$ cat src/rtl/qkv_pkg.sv
// Shared types and constants for the QKV operand loader.
// Holds the loader state encoding, the header word field positions,
// the fixed SRAM addresses of header and first data word, and a header decoder.
package qkv_pkg;

    typedef enum logic [3:0] {
        IDLE        = 4'd0,
        HDR_A       = 4'd1,
        DATA_A      = 4'd2,
        HDR_B       = 4'd3,
        DATA_B      = 4'd4,
        LAUNCH      = 4'd5,
        WAIT_ACCEPT = 4'd6,
        WAIT_DONE   = 4'd7,
        ERROR       = 4'd8
    } qkv_state_e;

    localparam int unsigned ROWS_MSB  = 31;
    localparam int unsigned ROWS_LSB  = 16;
    localparam int unsigned COLS_MSB  = 15;
    localparam int unsigned COLS_LSB  = 0;
    localparam int unsigned DIM_W     = ROWS_MSB - ROWS_LSB + 1;

    localparam int unsigned HDR_ADDR  = 0;
    localparam int unsigned DATA_BASE = 1;

    typedef struct packed {
        logic [DIM_W-1:0] rows;
        logic [DIM_W-1:0] cols;
    } qkv_hdr_t;

    // Split a header word into its row and column counts.
    function automatic qkv_hdr_t hdr_decode(input logic [ROWS_MSB:COLS_LSB] word);
        qkv_hdr_t h;
        h.rows = word[ROWS_MSB:ROWS_LSB];
        h.cols = word[COLS_MSB:COLS_LSB];
        return h;
    endfunction

endpackage

$ cat src/rtl/qkv_operand_loader_if.sv
// Word stream carrying headers and matrix elements into the loader.
// master: produces s_valid/s_data, observes s_ready.
// slave : consumes s_valid/s_data, drives s_ready.
interface qkv_operand_loader_if #(
    parameter int unsigned DATA_W = 32
) ();

    logic              s_valid;
    logic              s_ready;
    logic [DATA_W-1:0] s_data;

    modport master (
        output s_valid,
        output s_data,
        input  s_ready
    );

    modport slave (
        input  s_valid,
        input  s_data,
        output s_ready
    );

endinterface

$ cat src/rtl/qkv_sram_wr_port.sv
// Registered SRAM write-port stage.
// Ports: clk, reset_n (synchronous clear), wr_en_c/wr_addr_c/wr_data_c (request
// in the current cycle), we/addr/data (write presented to the SRAM next cycle).
// Address and data read as zero whenever no write is being presented.
module qkv_sram_wr_port #(
    parameter int unsigned ADDR_W = 16,
    parameter int unsigned DATA_W = 32
) (
    input  logic              clk,
    input  logic              reset_n,
    input  logic              wr_en_c,
    input  logic [ADDR_W-1:0] wr_addr_c,
    input  logic [DATA_W-1:0] wr_data_c,
    output logic              we,
    output logic [ADDR_W-1:0] addr,
    output logic [DATA_W-1:0] data
);

    // One-cycle write register.
    always_ff @(posedge clk) begin
        if (!reset_n) begin
            we   <= 1'b0;
            addr <= '0;
            data <= '0;
        end else begin
            we   <= wr_en_c;
            addr <= wr_en_c ? wr_addr_c : '0;
            data <= wr_en_c ? wr_data_c : '0;
        end
    end

endmodule

$ cat src/rtl/qkv_operand_loader.sv
// QKV operand loader: writes the A matrix into the input SRAM and the B header
// plus Q/K/V weights into the weight SRAM, then launches the multiplier.
// Ports:
//   clk, reset_n       clock, synchronous active-low reset
//   start              load request pulse (honoured in IDLE or ERROR only)
//   s_if               word stream (slave side)
//   dut_valid/ready    multiplier launch handshake
//   ldr__sram_input_*  input SRAM write port
//   ldr__sram_weight_* weight SRAM write port
//   busy, done, err    status: active, completion pulse, sticky error
module qkv_operand_loader
    import qkv_pkg::*;
#(
    parameter int unsigned ADDR_W = 16,
    parameter int unsigned DATA_W = 32,
    parameter int unsigned NUM_W  = 3
) (
    input  logic                  clk,
    input  logic                  reset_n,
    input  logic                  start,
    qkv_operand_loader_if.slave   s_if,
    output logic                  dut_valid,
    input  logic                  dut_ready,
    output logic                  ldr__sram_input_write_enable,
    output logic [ADDR_W-1:0]     ldr__sram_input_write_address,
    output logic [DATA_W-1:0]     ldr__sram_input_write_data,
    output logic                  ldr__sram_weight_write_enable,
    output logic [ADDR_W-1:0]     ldr__sram_weight_write_address,
    output logic [DATA_W-1:0]     ldr__sram_weight_write_data,
    output logic                  busy,
    output logic                  done,
    output logic                  err
);

    localparam int unsigned CNT_W  = 32;
    // Wide enough for NUM_W * rows * cols without overflow.
    localparam int unsigned PROD_W = 2 * DIM_W + 8;
    localparam logic [PROD_W-1:0] SPAN_MAX = (PROD_W'(1) << ADDR_W) - PROD_W'(1);

    qkv_state_e        state_q, state_d;
    logic [ADDR_W-1:0] ptr_q;
    logic [CNT_W-1:0]  rem_q;
    logic [DIM_W-1:0]  cols_a_q;
    logic              s_ready_q;

    logic              beat_c;
    qkv_hdr_t          hdr_c;
    logic [PROD_W-1:0] prod_a_c;
    logic [PROD_W-1:0] prod_b_c;
    logic              a_bad_c;
    logic              b_bad_c;
    logic              last_c;

    logic              in_wr_en_c;
    logic [ADDR_W-1:0] in_wr_addr_c;
    logic              wt_wr_en_c;
    logic [ADDR_W-1:0] wt_wr_addr_c;
    logic              s_ready_d;
    logic              busy_d;
    logic              err_d;
    logic              dut_valid_d;
    logic              done_d;

    assign s_if.s_ready = s_ready_q;
    assign beat_c       = s_if.s_valid && s_ready_q;

    // Header decode and dimension checks; element counts must fit behind the header.
    assign hdr_c    = hdr_decode(s_if.s_data[ROWS_MSB:COLS_LSB]);
    assign prod_a_c = PROD_W'(hdr_c.rows) * PROD_W'(hdr_c.cols);
    assign prod_b_c = PROD_W'(NUM_W) * prod_a_c;
    assign a_bad_c  = (hdr_c.rows == '0) || (hdr_c.cols == '0) || (prod_a_c > SPAN_MAX);
    assign b_bad_c  = (hdr_c.rows == '0) || (hdr_c.cols == '0) ||
                      (hdr_c.rows != cols_a_q) || (prod_b_c > SPAN_MAX);
    assign last_c   = (rem_q == CNT_W'(1));

    // State register.
    always_ff @(posedge clk) begin
        if (!reset_n) begin
            state_q <= IDLE;
        end else begin
            state_q <= state_d;
        end
    end

    // Next-state logic.
    always_comb begin
        state_d = state_q;
        case (state_q)
            IDLE, ERROR: begin
                if (start) state_d = HDR_A;
            end
            HDR_A: begin
                if (beat_c) state_d = a_bad_c ? ERROR : DATA_A;
            end
            DATA_A: begin
                if (beat_c && last_c) state_d = HDR_B;
            end
            HDR_B: begin
                if (beat_c) state_d = b_bad_c ? ERROR : DATA_B;
            end
            DATA_B: begin
                if (beat_c && last_c) state_d = LAUNCH;
            end
            // First LAUNCH cycle is the one in which the final weight write lands.
            LAUNCH: begin
                if (dut_ready) state_d = WAIT_ACCEPT;
            end
            WAIT_ACCEPT: begin
                if (!dut_ready) state_d = WAIT_DONE;
            end
            WAIT_DONE: begin
                if (dut_ready) state_d = IDLE;
            end
            default: state_d = IDLE;
        endcase
    end

    // Output decode: write requests this cycle and next values of status flops.
    always_comb begin
        in_wr_en_c   = 1'b0;
        in_wr_addr_c = '0;
        wt_wr_en_c   = 1'b0;
        wt_wr_addr_c = '0;
        dut_valid_d  = 1'b0;
        done_d       = 1'b0;
        s_ready_d    = (state_d == HDR_A) || (state_d == DATA_A) ||
                       (state_d == HDR_B) || (state_d == DATA_B);
        busy_d       = (state_d != IDLE) && (state_d != ERROR);
        err_d        = (state_d == ERROR);
        case (state_q)
            HDR_A: begin
                in_wr_en_c   = beat_c;
                in_wr_addr_c = ADDR_W'(HDR_ADDR);
            end
            DATA_A: begin
                in_wr_en_c   = beat_c;
                in_wr_addr_c = ptr_q;
            end
            HDR_B: begin
                wt_wr_en_c   = beat_c;
                wt_wr_addr_c = ADDR_W'(HDR_ADDR);
            end
            DATA_B: begin
                wt_wr_en_c   = beat_c;
                wt_wr_addr_c = ptr_q;
            end
            LAUNCH:    dut_valid_d = dut_ready;
            WAIT_DONE: done_d      = dut_ready;
            default: ;
        endcase
    end

    // Address pointer, remaining-element counter, A column count and status flops.
    always_ff @(posedge clk) begin
        if (!reset_n) begin
            ptr_q     <= '0;
            rem_q     <= '0;
            cols_a_q  <= '0;
            s_ready_q <= 1'b0;
            busy      <= 1'b0;
            err       <= 1'b0;
            dut_valid <= 1'b0;
            done      <= 1'b0;
        end else begin
            s_ready_q <= s_ready_d;
            busy      <= busy_d;
            err       <= err_d;
            dut_valid <= dut_valid_d;
            done      <= done_d;
            if (beat_c) begin
                case (state_q)
                    HDR_A: begin
                        cols_a_q <= hdr_c.cols;
                        rem_q    <= CNT_W'(prod_a_c);
                        ptr_q    <= ADDR_W'(DATA_BASE);
                    end
                    HDR_B: begin
                        rem_q <= CNT_W'(prod_b_c);
                        ptr_q <= ADDR_W'(DATA_BASE);
                    end
                    DATA_A, DATA_B: begin
                        rem_q <= rem_q - CNT_W'(1);
                        ptr_q <= ptr_q + ADDR_W'(1);
                    end
                    default: ;
                endcase
            end
        end
    end

    qkv_sram_wr_port #(
        .ADDR_W (ADDR_W),
        .DATA_W (DATA_W)
    ) u_in_port (
        .clk       (clk),
        .reset_n   (reset_n),
        .wr_en_c   (in_wr_en_c),
        .wr_addr_c (in_wr_addr_c),
        .wr_data_c (s_if.s_data),
        .we        (ldr__sram_input_write_enable),
        .addr      (ldr__sram_input_write_address),
        .data      (ldr__sram_input_write_data)
    );

    qkv_sram_wr_port #(
        .ADDR_W (ADDR_W),
        .DATA_W (DATA_W)
    ) u_wt_port (
        .clk       (clk),
        .reset_n   (reset_n),
        .wr_en_c   (wt_wr_en_c),
        .wr_addr_c (wt_wr_addr_c),
        .wr_data_c (s_if.s_data),
        .we        (ldr__sram_weight_write_enable),
        .addr      (ldr__sram_weight_write_address),
        .data      (ldr__sram_weight_write_data)
    );

endmodule

$ cat src/flat_wrapper.sv
// flat-port wrapper written by rule: the top's interface ports become plain ports
module qkv_operand_loader_flat import qkv_pkg::*;
#(
    parameter int unsigned ADDR_W = 16,
    parameter int unsigned DATA_W = 32,
    parameter int unsigned NUM_W  = 3
)
  (clk, reset_n, start, dut_valid, dut_ready, ldr__sram_input_write_enable, ldr__sram_input_write_address, ldr__sram_input_write_data, ldr__sram_weight_write_enable, ldr__sram_weight_write_address, ldr__sram_weight_write_data, busy, done, err, s_if_s_valid, s_if_s_data, s_if_s_ready);
  qkv_operand_loader_if #(.DATA_W(DATA_W)) s_if_i ();
  input  logic clk;
  input  logic reset_n;
  input  logic start;
  output logic dut_valid;
  input  logic dut_ready;
  output logic ldr__sram_input_write_enable;
  output logic [ADDR_W-1:0] ldr__sram_input_write_address;
  output logic [DATA_W-1:0] ldr__sram_input_write_data;
  output logic ldr__sram_weight_write_enable;
  output logic [ADDR_W-1:0] ldr__sram_weight_write_address;
  output logic [DATA_W-1:0] ldr__sram_weight_write_data;
  output logic busy;
  output logic done;
  output logic err;
  input wire logic [$bits(s_if_i.s_valid)-1:0] s_if_s_valid;
  input wire logic [$bits(s_if_i.s_data)-1:0] s_if_s_data;
  output wire logic [$bits(s_if_i.s_ready)-1:0] s_if_s_ready;
  assign s_if_i.s_valid = s_if_s_valid;
  assign s_if_i.s_data = s_if_s_data;
  assign s_if_s_ready = s_if_i.s_ready;
  qkv_operand_loader #(.ADDR_W(ADDR_W), .DATA_W(DATA_W), .NUM_W(NUM_W)) u_core (.clk(clk), .reset_n(reset_n), .start(start), .s_if(s_if_i), .dut_valid(dut_valid), .dut_ready(dut_ready), .ldr__sram_input_write_enable(ldr__sram_input_write_enable), .ldr__sram_input_write_address(ldr__sram_input_write_address), .ldr__sram_input_write_data(ldr__sram_input_write_data), .ldr__sram_weight_write_enable(ldr__sram_weight_write_enable), .ldr__sram_weight_write_address(ldr__sram_weight_write_address), .ldr__sram_weight_write_data(ldr__sram_weight_write_data), .busy(busy), .done(done), .err(err));
endmodule
$ cat config.mk
export PLATFORM = sky130hd
export DESIGN_NAME = qkv_operand_loader_flat
export DESIGN_NICKNAME = d
export VERILOG_FILES = /design/src/rtl/qkv_pkg.sv /design/src/rtl/qkv_operand_loader_if.sv /design/src/rtl/qkv_sram_wr_port.sv /design/src/rtl/qkv_operand_loader.sv /design/src/flat_wrapper.sv
export SDC_FILE = /design/constraint.sdc
export NUM_CORES = 1
export LEC_CHECK = 0
export CAP_MARGIN = 20
export CORE_MARGIN = 4
export CORE_UTILIZATION = 66
export DETAILED_ROUTE_END_ITERATION = 16
export PLACE_DENSITY_LB_ADDON = 0.15
export REMOVE_ABC_BUFFERS = 1
export SYNTH_ARGS = -nofsm -noshare
export SYNTH_HDL_FRONTEND = slang
export SYNTH_SLANG_ARGS = --single-unit
$ cat constraint.sdc
create_clock -name clk -period 18.15 [get_ports clk]
set_clock_uncertainty 0.15 [all_clocks]
set_input_delay 1.815 -clock clk [delete_from_list [all_inputs] [get_ports clk]]
set_output_delay 1.815 -clock clk [all_outputs]
set_load 0.005 [all_outputs]
After elaboration in Yosys (flattened, before gate mapping)
Cells that the tools add are included.

Output and inout bits: 103. Register bits: 171. Logic and storage cells: 82.

Eq/ne operators: 16. Multipliers: 2. Add/sub/neg operators: 2. $lt $le $gt $ge: 2. Reductions and logical operators: 30. Muxes and demuxes: 15.

Operators by type and width (number): 32-bit one-hot mux with 3 select lines (1); 40-bit by 16-bit greater-than comparator with 1-bit output, second input constant (1); 4-bit 2-to-1 mux (10); 2-bit by 32-bit multiplier with 34-bit output, first input constant (1); 32-bit by 1-bit equality test with 1-bit output, second input constant (1); 32-bit by 16-bit greater-than comparator with 1-bit output, second input constant (1); 16-bit logical NOT (2); 16-bit by 16-bit multiplier with 32-bit output (1); 16-bit one-hot mux with 2 select lines (1); 4-bit one-hot mux with 8 select lines (1); 32-bit by 1-bit subtractor with 32-bit output, second input constant (1); 4-bit by 3-bit equality test with 1-bit output, second input constant (5); 16-bit by 1-bit adder with 16-bit output, second input constant (1); 4-bit by 2-bit equality test with 1-bit output, second input constant (4); 16-bit inequality test (1); 2-bit AND reduction (7); 2-bit OR reduction (5); 4-bit by 1-bit equality test with 1-bit output, second input constant (2); 4-bit equality test, second input constant (2); 1-bit logical OR (7); 3-bit AND reduction (2); 4-bit logical NOT (1); 4-bit inequality test, second input constant (1); 4-bit nonzero test (1); other kinds (4) (7).

Depth between registers and ports, before layout
Word-level depth: 11. Gate-level depth with buffers: 40.

Cells and area by module
Synthesis repeated with hierarchy kept, for this count alone.

Cells, all modules: 2124. Area, all modules: 17919.7 sq um.

By module, submodules not included: qkv_operand_loader (cells each 1908, sequential area each 1461.4 sq um, area each 15204.6 sq um, times used 1); qkv_sram_wr_port (cells each 108, sequential area each 980.9 sq um, area each 1357.6 sq um, times used 2).

Worst setup path after synthesis
Ideal clock, no wire load.

Path kind: input-to-reg. Start: in s_if_s_data[9]. End: reg u_core.err. Arrival time: 10.750 ns. Setup time: 0.119 ns. Stages on the path: 36. Path buffers: 4. Path slack: 7.131 ns. Cells stage by stage: clkbuf_1 clkbuf_1 nand2_1 fa_1 inv_1 fa_1 inv_1 fa_1 inv_1 fa_1 fa_1 inv_1 fa_1 inv_1 ha_1 buf_4 a21oi_1 o21ai_0 or2_2 nor2_1 xnor2_1 ha_1 clkbuf_1 a211oi_1 nor2_1 o41ai_1 or4b_2 and4_1 a211o_1 o2111ai_1 mux2_2 o32ai_1 nand4b_1 nand3b_1 o211a_1 o221a_2.

Longest elaborated chain between the ends: 8.

RTL lines: start: declaration (line flat_wrapper.sv:25) `input wire logic [$bits(s_if_i.s_data)-1:0] s_if_s_data;`; 16-bit by 16-bit multiplier with 32-bit output / 16-bit logical NOT (equally long branches) (line qkv_operand_loader.sv:69, qkv_operand_loader.sv:71, qkv_operand_loader.sv:72); 2-bit by 32-bit multiplier with 34-bit output / 1-bit logical OR (equally long branches) (line qkv_operand_loader.sv:70, qkv_operand_loader.sv:71, qkv_operand_loader.sv:72); 40-bit by 16-bit greater-than comparator with 1-bit output / 1-bit logical OR (equally long branches) (line qkv_operand_loader.sv:73, qkv_operand_loader.sv:72); 1-bit logical OR (line qkv_operand_loader.sv:73) `(hdr_c.rows != cols_a_q) || (prod_b_c > SPAN_MAX);`; 4-bit 2-to-1 mux (2 in a row) (line qkv_operand_loader.sv:99) `if (beat_c) state_d = b_bad_c ? ERROR : DATA_B;`; 4-bit one-hot mux with 8 select lines (*) (line qkv_operand_loader.sv:88) `case (state_q)`; 4-bit equality test (*) (line qkv_operand_loader.sv:129) `err_d = (state_d == ERROR);`; end signal: assignment (line qkv_operand_loader.sv:167) `err <= err_d;`; end: declaration (line qkv_operand_loader.sv:32) `output logic err`.

Every way passes the cells marked *; elsewhere a longest branch is shown, timed or not. A chain may end at the register's enable or synchronous reset.

Worst setup path after layout
Start: in s_if_s_data[28]. End: reg u_core.s_ready_q, in the netlist u_core.s_if.s_ready.

Longest elaborated chain between the ends: 11.

RTL lines: 16-bit by 16-bit multiplier with 32-bit output / 16-bit logical NOT (equally long branches) (line qkv_operand_loader.sv:69, qkv_operand_loader.sv:71, qkv_operand_loader.sv:72); 2-bit by 32-bit multiplier with 34-bit output / 1-bit logical OR (equally long branches) (line qkv_operand_loader.sv:70, qkv_operand_loader.sv:71, qkv_operand_loader.sv:72); 40-bit by 16-bit greater-than comparator with 1-bit output / 1-bit logical OR (equally long branches) (line qkv_operand_loader.sv:73, qkv_operand_loader.sv:72); 1-bit logical OR (line qkv_operand_loader.sv:73); 4-bit 2-to-1 mux (2 in a row) (line qkv_operand_loader.sv:99); 4-bit one-hot mux with 8 select lines (*) (line qkv_operand_loader.sv:88); 4-bit by 1-bit equality test with 1-bit output / 4-bit by 2-bit equality test with 1-bit output (equally long branches) (line qkv_operand_loader.sv:126) `s_ready_d = (state_d == HDR_A) || (state_d == DATA_A) ||`; 1-bit logical OR (2 in a row) (line qkv_operand_loader.sv:126); 1-bit logical OR (*) (line qkv_operand_loader.sv:127) `(state_d == HDR_B) || (state_d == DATA_B);`; end signal: assignment (line qkv_operand_loader.sv:165) `s_ready_q <= s_ready_d;`; end: declaration (line qkv_operand_loader.sv:44) `logic s_ready_q;`.

Marked as above.

==> flow_metrics.py <==
metrics = {
    "logic_synthesis": {
        "yosys_warnings": 0,
        "yosysUniqueCellTypes": 84,
        "synth_edf_count": 0,
        "avgSynthCellArea_um2": 8.289,
        "ys_seq_elements": 171,
        "synth_cells": 2176,
        "async_flop_share_pct": 0,
        "synth_ff_type": "dfxtp_1",
        "netlist_area_mm2": 0.01804,
        "yosysSeqAreaShare_pct": 18.98,
    },
    "critical_path": {
        "cpMostUsedCell": "fa_1",
        "path_delay_family": "adder cells",
        "rrSetupSlack_ns": 14.26,
        "crit_buf_inv": 5,
        "cp_max_fo": 20,
        "slowest_delay_ns": 0.93,
        "crit_path_start_kind": "input port",
        "required_ns": 18.35,
        "cp_slowest_cell": "clkdlybuf4s50_1",
        "cp-end-kind": "flop",
        "path_class": "in -> reg",
        "worstPathArrival_ns": 12.61,
    },
    "global_route": {
        "grt_max_degree": 50,
        "track_usage_pct": 33.24,
        "grt.overflow.total": 0,
        "grt_antenna_before_repair": 0,
        "grt_first_pass_wirelength_um": 82220,
        "grt_pass1_vias": 16420,
    },
    "floorplanning": {
        "start_util_pct": 66.93,
        "io_pins": 140,
        "die-width_um": 173.3,
        "dieArea_mm2": 0.03004,
        "die-height_um": 173.3,
        "core_region_area_mm2": 0.02695,
        "row_count": 60,
    },
    "place": {
        "place_congestion": 0.9411,
        "dp_hpwl_um": 36630,
        "dp.cells": 2544,
        "place_ws_ns": 5.424,
        "portBuffers": 139,
    },
    "timing": {
        "hold_violations": 0,
        "slew_violations": 0,
        "setup_viol": 0,
        "hold_ws_ns": 0.3211,
        "fmax_ghz": 0.08062,
        "post-route-period-util_pct": 68.34,
        "grt_setup_unrepaired": "false",
        "relSlewSlack_pct": 24.08,
        "finalCriticalPeriod_ns": 12.40,
        "fin_ws_ns": 5.746,
        "worst_pin_slew_ns": 1.135,
        "setup_tns_ns": 0,
    },
    "final_layout": {
        "fin_cells": 2577,
        "antenna_cells": 0,
        "drive_gt1_share_pct": 3.623,
        "area_delta_synth_final_pct": 11.69,
        "nNetsFinal": 2600,
    },
    "detailed_routing": {
        "wl_per_cell_um": 18.99,
        "wirelength_um": 48930,
        "post_drt_via_cell_ratio": 6.149,
        "dr.pass1.iters": 5,
        "drtIter0Drc": 1509,
        "ant_nets": 0,
        "route.detailed.drc": 0,
        "vias": 15850,
    },
    "clock_tree": {
        "clock_latency_ns": 0.46,
        "cts-root-buf": "clkbuf_16",
        "clockBufferDepth": 2,
        "cts-buffers-inserted": 17,
        "post_cts_buffers": 0,
        "cts_sinks": 171,
        "cts_resized": 0,
        "path_clk_slew_ns": 0.09,
        "cts.htree.levels": 4,
        "tritoncts": "yes",
        "postCtsHoldBufs": 0,
    },
    "outcome": {
        "status": "complete, no violations",
    },
    "flow_run": {
        "max-cap-violations": 0,
    },
    "worst_hold_path": {
        "worstHoldPathType": "reg -> reg",
    },
}
[per-stage QoR]
step | util, % | area, um^2
2_1_floorplan | - | 17540
6_report | 74.75 | 20150
4_1_cts | 74.72 | 20140
3_3_place_gp | 72.35 | 19500
3_5_place_dp | 72.35 | 19500
5_1_grt | 74.75 | 20150
[flip-flops by register name, summed over array words and instances, names as in the netlist]
| name | cells |
|---|---|
| u_core.s_if.s_ready | 1 |
| u_core.u_in_port.we | 1 |
| u_core.err | 1 |
| u_core.done | 1 |
| u_core.u_wt_port.addr | 16 |
| u_core.u_in_port.data | 32 |
| u_core.busy | 1 |
| u_core.u_wt_port.data | 32 |
| u_core.dut_valid | 1 |
| u_core.rem_q | 32 |
| u_core.u_wt_port.we | 1 |
| u_core.cols_a_q | 16 |
| u_core.u_in_port.addr | 16 |
| u_core.ptr_q | 16 |
| u_core.state_q | 4 |
[metal layers]
metal	global-route usage, %	up-vias	routed length (um)
met5	0	-	0
met4	11.81	0	1471
met3	5.605	143	3886
met2	56.20	762	23920
met1	43.37	7678	19650
li1	-	7264	-
[placed cells by master (no fill, tap or decap), drive strengths merged, types with 7 or more instances in the layout]
cell type,instances
nand3,41
nor2b,7
a221oi,14
ha,145
buf,14
o211ai,8
clkdlybuf4s50,139
nor3,38
nor2,102
nor4,24
xor2,44
dfxtp,171
nand2,279
a21o,19
clkinv,11
or3,22
a21oi,110
o21ai,89
inv,261
nand4,26
a211oi,10
and3,12
and2,226
fa,195
o22ai,9
clkbuf,18
and4,7
a31oi,10
xnor2,47
nand2b,19
[cells by family after synthesis]
logic type	count (synthesis)	synth area share [%]
adder cells (fa/ha/maj)	340	31.70
flip-flops	171	18.98
AND/OR/NAND/NOR	830	23.38
buffers and inverters	383	8.109
XOR/XNOR	93	4.682
AO/OA/AOI/OAI	350	12.61
multiplexers	9	0.5410
[cell type report]
| class | instances | area, um^2 |
|---|---|---|
| multi-input combinational | 1622 | 13190 |
| fill | 1944 | 6805 |
| sequential | 171 | 3423 |
| timing repair buffer | 154 | 1504 |
| inverter | 257 | 964.7 |
| tap | 341 | 426.7 |
| clock buffer | 17 | 425.4 |
| clock inverter | 15 | 214.0 |
[tightest hold or removal path: stages, from the launching register on]
cell and delay, ns:
dfxtp_1 0.32, nand2_1 0.05, a21oi_1 0.05
[path summary, 6_finish.rpt]
| check | from | end | cells after the start |
|---|---|---|---|
| min reg2reg | u_core.cols_a_q[12] | u_core.cols_a_q[12] | 2 |
| max | s_if_s_data[28] | u_core.s_if.s_ready | 35 |
| min | u_core.cols_a_q[12] | u_core.cols_a_q[12] | 2 |
| max reg2reg | u_core.cols_a_q[10] | u_core.s_if.s_ready | 11 |
[synth_stat cells (38+ instances only)]
cell type / number / area share, %
and2_1: 225 / 7.8
fa_1: 195 / 22
nand3_1: 41 / 1.1
dfxtp_1: 171 / 19
xnor2_1: 47 / 2.3
xor2_1: 44 / 2.1
nand2_1: 279 / 5.8
inv_1: 255 / 5.3
o21ai_0: 84 / 2.3
clkbuf_1: 116 / 2.4
nor2_1: 102 / 2.1
a21oi_1: 109 / 3.0
ha_1: 145 / 10
nor3_1: 38 / 1.1
Power is left out: the tool's default activity adds up to more than one toggle a clock period on the data nets, which glitch-free logic cannot reach.
